## src/rtl/mul_pkg.sv

```systemverilog
// Shared definitions for the sequential multiplier family: FSM state encoding
// and default sizing constants.
package mul_pkg;

    typedef enum logic [1:0] {
        ST_IDLE = 2'd0,
        ST_RUN  = 2'd1,
        ST_DONE = 2'd2
    } mul_state_t;

    localparam int BCD_LIMIT     = 9;
    localparam int MUL_W_DEFAULT = 4;

endpackage

```

## src/rtl/full_adder.sv

```systemverilog
// One-bit full-adder cell, the building block for the ripple-carry adders.
module full_adder (
    input  logic x,
    input  logic y,
    input  logic cin,
    output logic s,
    output logic cout
);

    assign s    = x ^ y ^ cin;
    assign cout = (x & y) | (cin & (x ^ y));

endmodule

```

## src/rtl/ripple_add_w.sv

```systemverilog
// WIDTH-bit ripple-carry adder (no carry in, carry out) chained from
// full_adder cells; used for the partial-product accumulate.
module ripple_add_w #(
    parameter int WIDTH = 4
) (
    input  logic [WIDTH-1:0] a,
    input  logic [WIDTH-1:0] b,
    output logic [WIDTH-1:0] sum,
    output logic             cout
);

    logic [WIDTH:0] carry;

    assign carry[0] = 1'b0;

    for (genvar i = 0; i < WIDTH; i++) begin : g_bit
        full_adder u_fa (
            .x    (a[i]),
            .y    (b[i]),
            .cin  (carry[i]),
            .s    (sum[i]),
            .cout (carry[i+1])
        );
    end

    assign cout = carry[WIDTH];

endmodule

```

## src/rtl/seq_mul_nxn.sv

```systemverilog
// Shift-add unsigned multiplier: WIDTH steps per product, start/busy/done
// handshake, optional operand range check that zeroes the result and flags err.
module seq_mul_nxn
    import mul_pkg::*;
#(
    parameter int WIDTH    = MUL_W_DEFAULT,
    parameter int LIMIT_EN = 1,
    parameter int LIMIT    = BCD_LIMIT
) (
    input  logic               clk,
    input  logic               rst,
    input  logic               start,
    input  logic [WIDTH-1:0]   a,
    input  logic [WIDTH-1:0]   b,
    output logic               busy,
    output logic               done,
    output logic [2*WIDTH-1:0] y,
    output logic               err
);

    localparam int          CW      = (WIDTH > 1) ? $clog2(WIDTH) : 1;
    localparam logic [CW-1:0] LAST_CNT = CW'(WIDTH - 1);
    localparam logic [31:0] LIMIT_U = LIMIT;

    mul_state_t         state, state_n;
    logic [CW-1:0]      cnt;
    logic [2*WIDTH-1:0] p;
    logic [2*WIDTH-1:0] p_next;
    logic [WIDTH-1:0]   a_reg;
    logic               bad;
    logic               bad_in;
    logic               load;
    logic               last;
    logic [WIDTH-1:0]   add_sum;
    logic               add_cout;
    logic [WIDTH:0]     hi_next;

    assign bad_in = (LIMIT_EN != 0) && ((32'(a) > LIMIT_U) || (32'(b) > LIMIT_U));

    ripple_add_w #(.WIDTH(WIDTH)) u_add (
        .a    (p[2*WIDTH-1:WIDTH]),
        .b    (a_reg),
        .sum  (add_sum),
        .cout (add_cout)
    );

    // The carry lands in the top bit so the shift never loses it.
    assign hi_next = p[0] ? {add_cout, add_sum} : {1'b0, p[2*WIDTH-1:WIDTH]};
    assign p_next  = {hi_next, p[WIDTH-1:1]};

    always_ff @(posedge clk) begin
        if (rst) begin
            state <= ST_IDLE;
        end else begin
            state <= state_n;
        end
    end

    always_comb begin
        state_n = state;
        load    = 1'b0;
        last    = 1'b0;
        busy    = 1'b0;
        done    = 1'b0;
        case (state)
            ST_IDLE: begin
                if (start) begin
                    load    = 1'b1;
                    state_n = ST_RUN;
                end
            end
            ST_RUN: begin
                busy = 1'b1;
                if (cnt == LAST_CNT) begin
                    last    = 1'b1;
                    state_n = ST_DONE;
                end
            end
            ST_DONE: begin
                done = 1'b1;
                if (start) begin
                    load    = 1'b1;
                    state_n = ST_RUN;
                end else begin
                    state_n = ST_IDLE;
                end
            end
            default: state_n = ST_IDLE;
        endcase
    end

    // Outputs only move on DONE entry, so y/err stay stable through RUN.
    always_ff @(posedge clk) begin
        if (rst) begin
            cnt   <= '0;
            p     <= '0;
            a_reg <= '0;
            bad   <= 1'b0;
            y     <= '0;
            err   <= 1'b0;
        end else if (load) begin
            cnt   <= '0;
            p     <= {{WIDTH{1'b0}}, b};
            a_reg <= a;
            bad   <= bad_in;
        end else if (state == ST_RUN) begin
            p   <= p_next;
            cnt <= cnt + CW'(1);
            if (last) begin
                y   <= bad ? '0 : p_next;
                err <= bad;
            end
        end
    end

endmodule

```

## config.mk

```make
export PLATFORM = sky130hd
export DESIGN_NAME = seq_mul_nxn
export DESIGN_NICKNAME = d
export VERILOG_FILES = /design/src/rtl/mul_pkg.sv /design/src/rtl/full_adder.sv /design/src/rtl/ripple_add_w.sv /design/src/rtl/seq_mul_nxn.sv
export SDC_FILE = /design/constraint.sdc
export NUM_CORES = 1
export LEC_CHECK = 0
export ABC_AREA = 1
export ABC_CLOCK_PERIOD_IN_PS = 2440
export CAP_MARGIN = 20
export CORE_MARGIN = 2
export CORE_UTILIZATION = 40
export CTS_CLUSTER_DIAMETER = 40
export CTS_CLUSTER_SIZE = 40
export DETAILED_ROUTE_END_ITERATION = 10
export GPL_TIMING_DRIVEN = 0
export PLACE_DENSITY = 0.61
export SLEW_MARGIN = 0
export SYNTH_ARGS = -nofsm -noshare
export SYNTH_HDL_FRONTEND = slang
export SYNTH_SLANG_ARGS = --single-unit
export TNS_END_PERCENT = 100
```

## constraint.sdc

```tcl
create_clock -name clk -period 2.44 [get_ports clk]
set_clock_uncertainty 0.1 [all_clocks]
set_input_delay 0.61 -clock clk [delete_from_list [all_inputs] [get_ports clk]]
set_output_delay 0.61 -clock clk [all_outputs]
set_load 0.05 [all_outputs]
```

==> metrics.yaml, run 1 <==
die:
  num_rows: 19
  coreArea_um2: 2758
  die_y_um: 57.73
  ios: 22
  die_area_um2: 3333
  die_w_um: 57.73
  start_util_pct: 41.88
clock_tree:
  clkTransAtPathRegs_ns: 0.13
  clk_latency_ns: 0.31
  cts_tree: "done"
  htree_levels: 1
  clock_path_buffers: 2
  cts_made_buffers: 3
  numClockSinks: 26
  clockRootBuffer: "clkbuf_4"
  post-cts-setup-buffers: 0
yosys:
  netlist_area_um2: 1155
  synth-seq-area-share_pct: 45.07
  synthMuxAreaShare_pct: 0
  synth_seq_cells: 26
  yosysWarnings: 0
  synthSimpleGateAreaFrac_pct: 24.70
  synthDistinctLibCells: 22
  synth_top_family_by_area: "simple AND/OR/NAND/NOR gates"
  synth_fp_nets: 165
  synth_compound_area_share_pct: 14.63
  yosys.area_share.adder_pct: 7.367
  synth_cells: 149
  synth_area_per_cell_um2: 7.751
  synthXorXnorAreaFrac_pct: 0.7584
detailed_routing:
  drt_iter0_drc: 46
  drt-total-wl_mm: 2.253
  vias_per_cell: 4.765
  vias: 972
  drtAntennaViolNets: 0
  drc_errors: 0
  first_pass_iters: 4
  wire_per_inst_um: 11.04
power:
  p_leak_nw: 0.5733
  power.density_nw_per_um2: 526.8
  power_w: 0.0007501
  irDropWorstVdd_uv: 282.8
global_route:
  track_usage_pct: 14.93
  grt_pass1_vias: 913
  grt_pass1_wl_mm: 3.877
  antenna_found_initial: 0
  grt_max_degree: 14
  grt-ovfl-total: 0
layout:
  drive_above_1_share_pct: 8.092
  fillers: 284
  num_antenna_cells: 0
  layout.nets: 191
  areaGrowthSynthToFinish_pct: 23.29
placement:
  port_buffers: 21
  dp_hpwl_mm: 1.795
  gp_congestion: 0.6924
run_status:
  outcome: "complete, no violations"
timing:
  finalHoldViolations: 0
  fmax_mhz: 428.5
  min_period_over_period_pct: 95.63
  setup_tns_ns: 0
  final_max_slew_viol_count: 0
  rsz0062_at_grt: "false"
  layout_min_cycle_time_ns: 2.333
  setup_viol: 0
  tightest_slew_ns: 0.5085
  slew_headroom_pct: 65.99
worst_hold_path:
  hold_class: "reg -> reg"
critical_path:
  endpoint_kind: "output port"
  cp-start-kind: "register"
  crit_arrival_ns: 1.62
  cp_max_fo: 9
  crit_type: "reg -> out"
  critical_path_required_ns: 1.73
run:
  maxCapViolCount: 0
## power breakdown
part           total, W  internal, W  switching, W
sequential     0.000462     0.000445     0.0000174
combinational  0.000110    0.0000456     0.0000644
clock          0.000178    0.0000578      0.000120
total          0.000750     0.000548      0.000202
## placed cells by master, fill, tap and decap left out, drive strengths merged
cell type,instances
a21oi,15
dfxtp,26
o211ai,2
inv,17
ha,2
o21ai,15
nand3,3
nor2,25
nor3,2
clkbuf,4
clkdlybuf4s50,19
dlygate4sd2,2
fa,3
nand2,35
buf,2
xor2,1
## per-layer routing
layer	track usage, %	share of wire, %	up-vias
met5	0	0	-
li1	-	-	522
met3	2.679	4.2	2
met4	4.983	0.58	0
met2	24.35	45	21
met1	20.06	51	427
## cell type report
class	instances	area [um2]	share of cell area [%]
multi-input cells	103	548.0	38.49
clock buffers	3	22.52	1.582
repair buffers	21	207.7	14.59
flip-flops and latches	26	520.5	36.56
inverters	17	63.81	4.482
plain buffers	3	22.52	1.582
well taps	31	38.79	2.724
## metrics by stage
stage	utilization (%)	hold WS, ns	worst slack, ns	area (um2)	instances
after detailed placement	50.91	0.3539	0.1537	1404	201
after CTS	51.63	0.3731	0.09762	1424	204
after global placement	50.91	0.3516	0.1809	1404	201
after floorplan	-	0.3474	0.2993	1155	149
final	51.63	0.3732	0.1065	1424	204
after global routing	51.63	0.3892	0.001202	1424	204
## what timing repair did
item | 4_1_cts | 5_1_grt
hold buffers | 0 | 0
gates resized for setup | 2 | 0
endpoints found under the setup margin | 2 | 0
## worst max-delay path, cell delays in order (launching register included)
cell,delay [ns]
dfxtp_1,0.45
inv_2,0.09
nor2_4,0.20
dlygate4sd2_1,0.56
## cells by family after synthesis
kind of cell / count (synthesis)
fa+ha+maj: 5
compound gates: 32
flops: 26
xor+xnor: 1
buf+inv: 20
simple gates: 65
## cells in the mapped netlist (all sizes together)
cell     n  area, um2
dfxtp   26      520.5
nand3    3      20.02
o21ai   15      78.83
ha       2      25.02
nor3     2      10.01
xor2     1      8.760
fa       3      60.06
clkbuf   1      3.750
buf      2      18.77
nand2   35      143.9
nor2    25      111.4
a21oi   15      75.07
o211ai   2      15.01
inv     17      63.81
## final timing paths
path / start / to / slack [ns] / cells past startpoint
worst max-delay path: state[0] / busy / 0.11 / 3
worst min-delay path: y[6] / y[6] / 0.37 / 2
worst max register to register: p[4] / y[6] / 0.15 / 10
worst min register to register: y[6] / y[6] / 0.37 / 2
No activity file was read; power rests on OpenSTA's default activity.
==> inputs of run 2 (changes only) <==
GPL_TIMING_DRIVEN = not set   (was 0)
TNS_END_PERCENT = not set   (was 100)
==> metrics.yaml, run 2 (synthesis results as in run 1) <==
die:
  start_util_pct: 41.88  # unchanged
  ios: 22  # unchanged
  die_y_um: 57.73  # unchanged
  die_w_um: 57.73  # unchanged
  die_area_um2: 3333  # unchanged
  coreArea_um2: 2758  # unchanged
  num_rows: 19  # unchanged
power:
  irDropWorstVdd_uv: 557.9  # +97%
  p_leak_nw: 0.5793  # +1.1%
  power_w: 0.0008630  # +15%
  power.density_nw_per_um2: 600.3  # +14%
layout:
  layout.nets: 189  # -1.0%
  areaGrowthSynthToFinish_pct: 24.49
  num_antenna_cells: 0  # unchanged
  drive_above_1_share_pct: 8.721  # +0.63 points
  finish.instance_area_um2: 1438  # +0.97%
  final_cell_mix: "32 x nand2_1, 26 x dfxtp_1, 22 x nor2_1, 19 x clkdlybuf4s50_1, 16 x inv_1"
  mostFrequentLayoutCell: "nand2_1"
  postLayoutCoreUtil_pct: 52.13  # +0.50 points
placement:
  dp_hpwl_mm: 1.773  # -1.3%
  gp_congestion: 0.7507  # +8.4%
  place_area_um2: 1386  # -1.2%
  port_buffers: 21  # unchanged
detailed_routing:
  vias: 966  # -0.62%
  first_pass_iters: 4  # unchanged
  drt-total-wl_mm: 2.205  # -2.1%
  wire_per_inst_um: 10.86  # -1.6%
  drc_errors: 0  # unchanged
  vias_per_cell: 4.759  # -0.13%
  drtAntennaViolNets: 0  # unchanged
  drt_iter0_drc: 33  # -28%
critical_path:
  ff2ff_setup_slack_ns: 0.22  # +0.07 ns
  worstRegToRegCells: 10  # unchanged
  crit_arrival_ns: 2.36  # +0.74 ns
  crit_end: "y[6]"
  cp_max_fo: 3  # -6
  worst_r2r_startpoint: "p[4]"
  endpoint_kind: "register"
  cp-start-kind: "register"
  cp-startpoint: "p[4]"
  critical_path_required_ns: 2.58  # +0.85 ns
  crit_type: "reg -> reg"
  reg2reg_to: "y[6]"
clock_tree:
  cts_made_buffers: 3  # unchanged
  post-cts-setup-buffers: 0  # unchanged
  clk_latency_ns: 0.33  # +0.02 ns
  numClockSinks: 26  # unchanged
  clock_path_buffers: 2  # unchanged
  clkTransAtPathRegs_ns: 0.15  # +0.02 ns
  htree_levels: 1  # unchanged
  cts_tree: "done"
  clockRootBuffer: "clkbuf_4"
  ctsHoldBuffers: 0  # unchanged
  cts_resized: 1  # -1
timing:
  layout_min_cycle_time_ns: 2.216  # -0.1178 ns
  finalHoldViolations: 0  # unchanged
  tightest_slew_ns: 0.5067  # -0.001856 ns
  setup_viol: 0  # unchanged
  rsz0062_at_grt: "false"
  min_period_over_period_pct: 90.81  # -4.8 points
  fmax_mhz: 451.3  # +5.3%
  setup_tns_ns: 0  # unchanged
  slew_headroom_pct: 66.10  # +0.11 points
  final_max_slew_viol_count: 0  # unchanged
global_route:
  track_usage_pct: 14.94  # about the same
  grt_pass1_wl_mm: 3.857  # -0.52%
  grt_pass1_vias: 896  # -1.9%
  grt_max_degree: 16  # +2
  antenna_found_initial: 0  # unchanged
  grt-ovfl-total: 0  # unchanged
run_status:
  outcome: "complete, no violations"
run:
  maxCapViolCount: 0  # unchanged
worst_hold_path:
  hold_class: "reg -> reg"
## run 2: cell types whose count changed in the layout (fill, tap and decap cells not counted), sizes merged
cell,change
dlygate4sd2,-1
bufinv,+1
clkbuf,-1
## run 2: worst min-delay path by stage
stage               startpoint  slack [ns]  depth (start not counted)      to
finish                    y[3]        0.37                          2    y[3]
global route              y[6]        0.40                          2    y[6]
CTS                       y[3]        0.38                          2    y[3]
detailed placement        y[3]        0.36                          2    y[3]
global placement           err        0.35                          2     err
floorplan               cnt[1]        0.35                          2  cnt[1]
## run 2: stage by stage
step	hold WS (ns)	setup slack, ns	std cells
floorplan	0.3474	0.2993	149
global placement	0.3531	0.2603	199
CTS	0.3776	0.2179	203
detailed placement	0.3571	0.2243	199
global route	0.4017	0.1100	203
finish	0.3742	0.2243	203
## run 2: worst max-delay path, stage by stage, from the launching register on
cell	delay (ns)
dfxtp_1	0.37
ha_1	0.15
inv_1	0.04
fa_1	0.37
fa_1	0.36
inv_1	0.08
fa_1	0.40
nand2_1	0.08
nand2_1	0.07
nand2_1	0.07
a21oi_1	0.05
## run 2: area by class of cell
class | instances | area, um2
Tap cell | 31 | 38.79
Clock buffer | 3 | 22.52
Multi-Input combinational cell | 103 | 548.0
Inverter | 17 | 63.81
Clock inverter | 1 | 30.03
Timing Repair Buffer | 22 | 214.0
Fill cell | 286 | 1320
Sequential cell | 26 | 520.5
## run 2: per-layer routing
layer  track usage, %  vias up  share of wire (%)
met5                0        -                  0
met2            24.51       26                 45
met4            1.993        0               0.59
met1            19.94      419                 48
met3            4.688        2                5.5
li1                 -      519                  -
## run 2: power by group
part / internal (W) / switching, W / leakage (nW)
registers: 0.000445 / 0.0000170 / 0.212
logic: 0.0000438 / 0.0000638 / 0.339
clock network: 0.000166 / 0.000128 / 0.0279
total: 0.000655 / 0.000208 / 0.579
==> inputs of run 3 (changes only) <==
CELL_PAD_IN_SITES_DETAIL_PLACEMENT = 0   (was not set)
CELL_PAD_IN_SITES_GLOBAL_PLACEMENT = 1   (was not set)
CORE_UTILIZATION = 36   (was 40)
PLACE_DENSITY = 0.73   (was 0.61)
RECOVER_POWER = 50   (was not set)
==> metrics.yaml, run 3 (synthesis results as in run 1) <==
timing:
  finalHoldViolations: 0  # unchanged
  tightest_slew_ns: 0.5011  # -0.005571 ns
  fmax_mhz: 449.9  # -0.32%
  setup_tns_ns: 0  # unchanged
  min_period_over_period_pct: 91.10  # +0.30 points
  slew_headroom_pct: 66.49  # +0.39 points
  layout_min_cycle_time_ns: 2.223  # +0.007204 ns
  rsz0062_at_grt: "false"
  final_max_slew_viol_count: 0  # unchanged
  setup_viol: 0  # unchanged
worst_hold_path:
  hp-start: "y[5]"
  hold_class: "reg -> reg"
  min_delay_path_depth: 2  # unchanged
clock_tree:
  clk_latency_ns: 0.33  # about the same
  numClockSinks: 26  # unchanged
  clockRootBuffer: "clkbuf_4"
  clock_path_buffers: 2  # unchanged
  cts_tree: "done"
  htree_levels: 1  # unchanged
  clkTransAtPathRegs_ns: 0.15  # about the same
  cts_made_buffers: 3  # unchanged
global_route:
  antenna_found_initial: 0  # unchanged
  grt_pass1_wl_mm: 4.112  # +6.6%
  grt_max_degree: 16  # unchanged
  grt_pass1_vias: 933  # +4.1%
  track_usage_pct: 15.33  # +0.39 points
  grt-ovfl-total: 0  # unchanged
placement:
  gp_congestion: 0.7750  # +3.2%
  dp.cells: 212  # +6.5%
  port_buffers: 21  # unchanged
  dp_hpwl_mm: 1.841  # +3.9%
layout:
  fillers: 326  # +14%
  layout.nets: 189  # unchanged
  areaGrowthSynthToFinish_pct: 23.40
  final_cell_mix: "34 x nand2_1, 26 x dfxtp_1, 24 x nor2_1, 17 x clkdlybuf4s50_1, 16 x inv_1"
  drive_above_1_share_pct: 5.233  # -3.5 points
  postLayoutCoreUtil_pct: 46.68  # -5.5 points
  final_cells: 216  # +6.4%
  num_antenna_cells: 0  # unchanged
  mostFrequentLayoutCell: "nand2_1"
critical_path:
  worst_r2r_startpoint: "p[4]"
  crit_arrival_ns: 2.37  # about the same
  cp-startpoint: "p[4]"
  crit_chain: "ha_1 > inv_1 > fa_1 > fa_1 > inv_1 > fa_1 > nand2_1 > nand2_1 > nand2_1 > a21oi_1"
  critical_path_required_ns: 2.58  # about the same
  cp-start-kind: "register"
  critPathMaxStageDelay_ns: 0.40  # about the same
  slowest_stage: "fa_1"
  crit_type: "reg -> reg"
  endpoint_kind: "register"
  worstRegToRegCells: 10  # unchanged
  cp_max_fo: 3  # unchanged
detailed_routing:
  routed.top_layer: "met4"
  drt-total-wl_mm: 2.387  # +8.3%
  first_pass_iters: 4  # unchanged
  drtAntennaViolNets: 0  # unchanged
  vias_per_cell: 4.616  # -3.0%
  vias: 997  # +3.2%
  wl_met2_mm: 1.141  # +14%
  wl_met1_mm: 1.142  # +7.1%
  drt_iter0_drc: 42  # +27%
  wire_per_inst_um: 11.05  # +1.7%
  drc_errors: 0  # unchanged
  wl_met3_um: 65  # -46%
power:
  power_w: 0.0008672  # +0.48%
  power.density_nw_per_um2: 608.5  # +1.4%
  p_leak_nw: 0.5757  # -0.62%
  irDropWorstVdd_uv: 270.5  # -52%
die:
  start_util_pct: 37.83  # -4.1 points
  die_area_um2: 3677  # +10%
  die_w_um: 60.64  # +5.0%
  num_rows: 20  # +1
  die_y_um: 60.64  # +5.0%
  coreArea_um2: 3053  # +11%
  ios: 22  # unchanged
run:
  maxCapViolCount: 0  # unchanged
run_status:
  outcome: "complete, no violations"
==> run 3: cell types whose count changed in the layout (fill, tap and decap cells not counted), moves of 2 or more <==
| cell | delta |
|---|---|
| clkdlybuf4s50_1 | -2 |
| dlygate4sd3_1 | +2 |
| nand2_1 | +2 |
| nor2_1 | +2 |
==> run 3: report_power, final <==
part / switching (W) / leakage (nW) / internal, W
Sequential: 0.0000167 / 0.212 / 0.000445
Clock: 0.000135 / 0.0279 / 0.000166
Combinational: 0.0000628 / 0.336 / 0.0000417
==> run 3: through the flow <==
stage               setup WS (ns)  cell area [um2]  hold WS (ns)
floorplan                  0.2993             1155        0.3474
global placement           0.2639             1403        0.3545
detailed placement         0.2330             1403        0.3569
CTS                        0.2148             1454        0.3780
global route              0.05334             1425        0.3961
finish                     0.2171             1425        0.3740
==> run 3: per-layer routing <==
metal / vias to the layer above / GRT usage (%)
li1: 518 / -
met1: 459 / 20.18
met2: 15 / 25.35
met3: 5 / 2.559
met4: 0 / 5.590
met5: - / 0
==> run 3: final timing paths <==
kind	endpoint	slack, ns
min reg2reg	y[5]	0.37
min	y[5]	0.37
max	y[6]	0.22
max reg2reg	y[6]	0.22
==> run 3: area by class of cell <==
type                            instances  area, um2  share of cell area (%)
Inverter                               17      63.81                   4.478
Clock buffer                            3      22.52                   1.580
Multi-Input combinational cell        103      519.2                   36.44
Tap cell                               44      55.05                   3.863
Timing Repair Buffer                   22      214.0                   15.01
Sequential cell                        26      520.5                   36.52
Clock inverter                          1      30.03                   2.107
==> run 3: critical path, delay by kind of cell, from the launching register on <==
| family | cells | cell delay [ns] |
|---|---|---|
| adder cells (fa/ha/maj) | 4 | 1.28 |
| flip-flops | 1 | 0.38 |
| AND/OR/NAND/NOR | 3 | 0.19 |
| buffers and inverters | 2 | 0.11 |
| AO/OA/AOI/OAI | 1 | 0.06 |
==> run 3: repair_timing <==
action / in CTS / in global routing
gates resized for setup: 1 / 0
setup buffers: 0 / 0
hold buffers: 0 / 0
setup endpoints to repair: 1 / 0
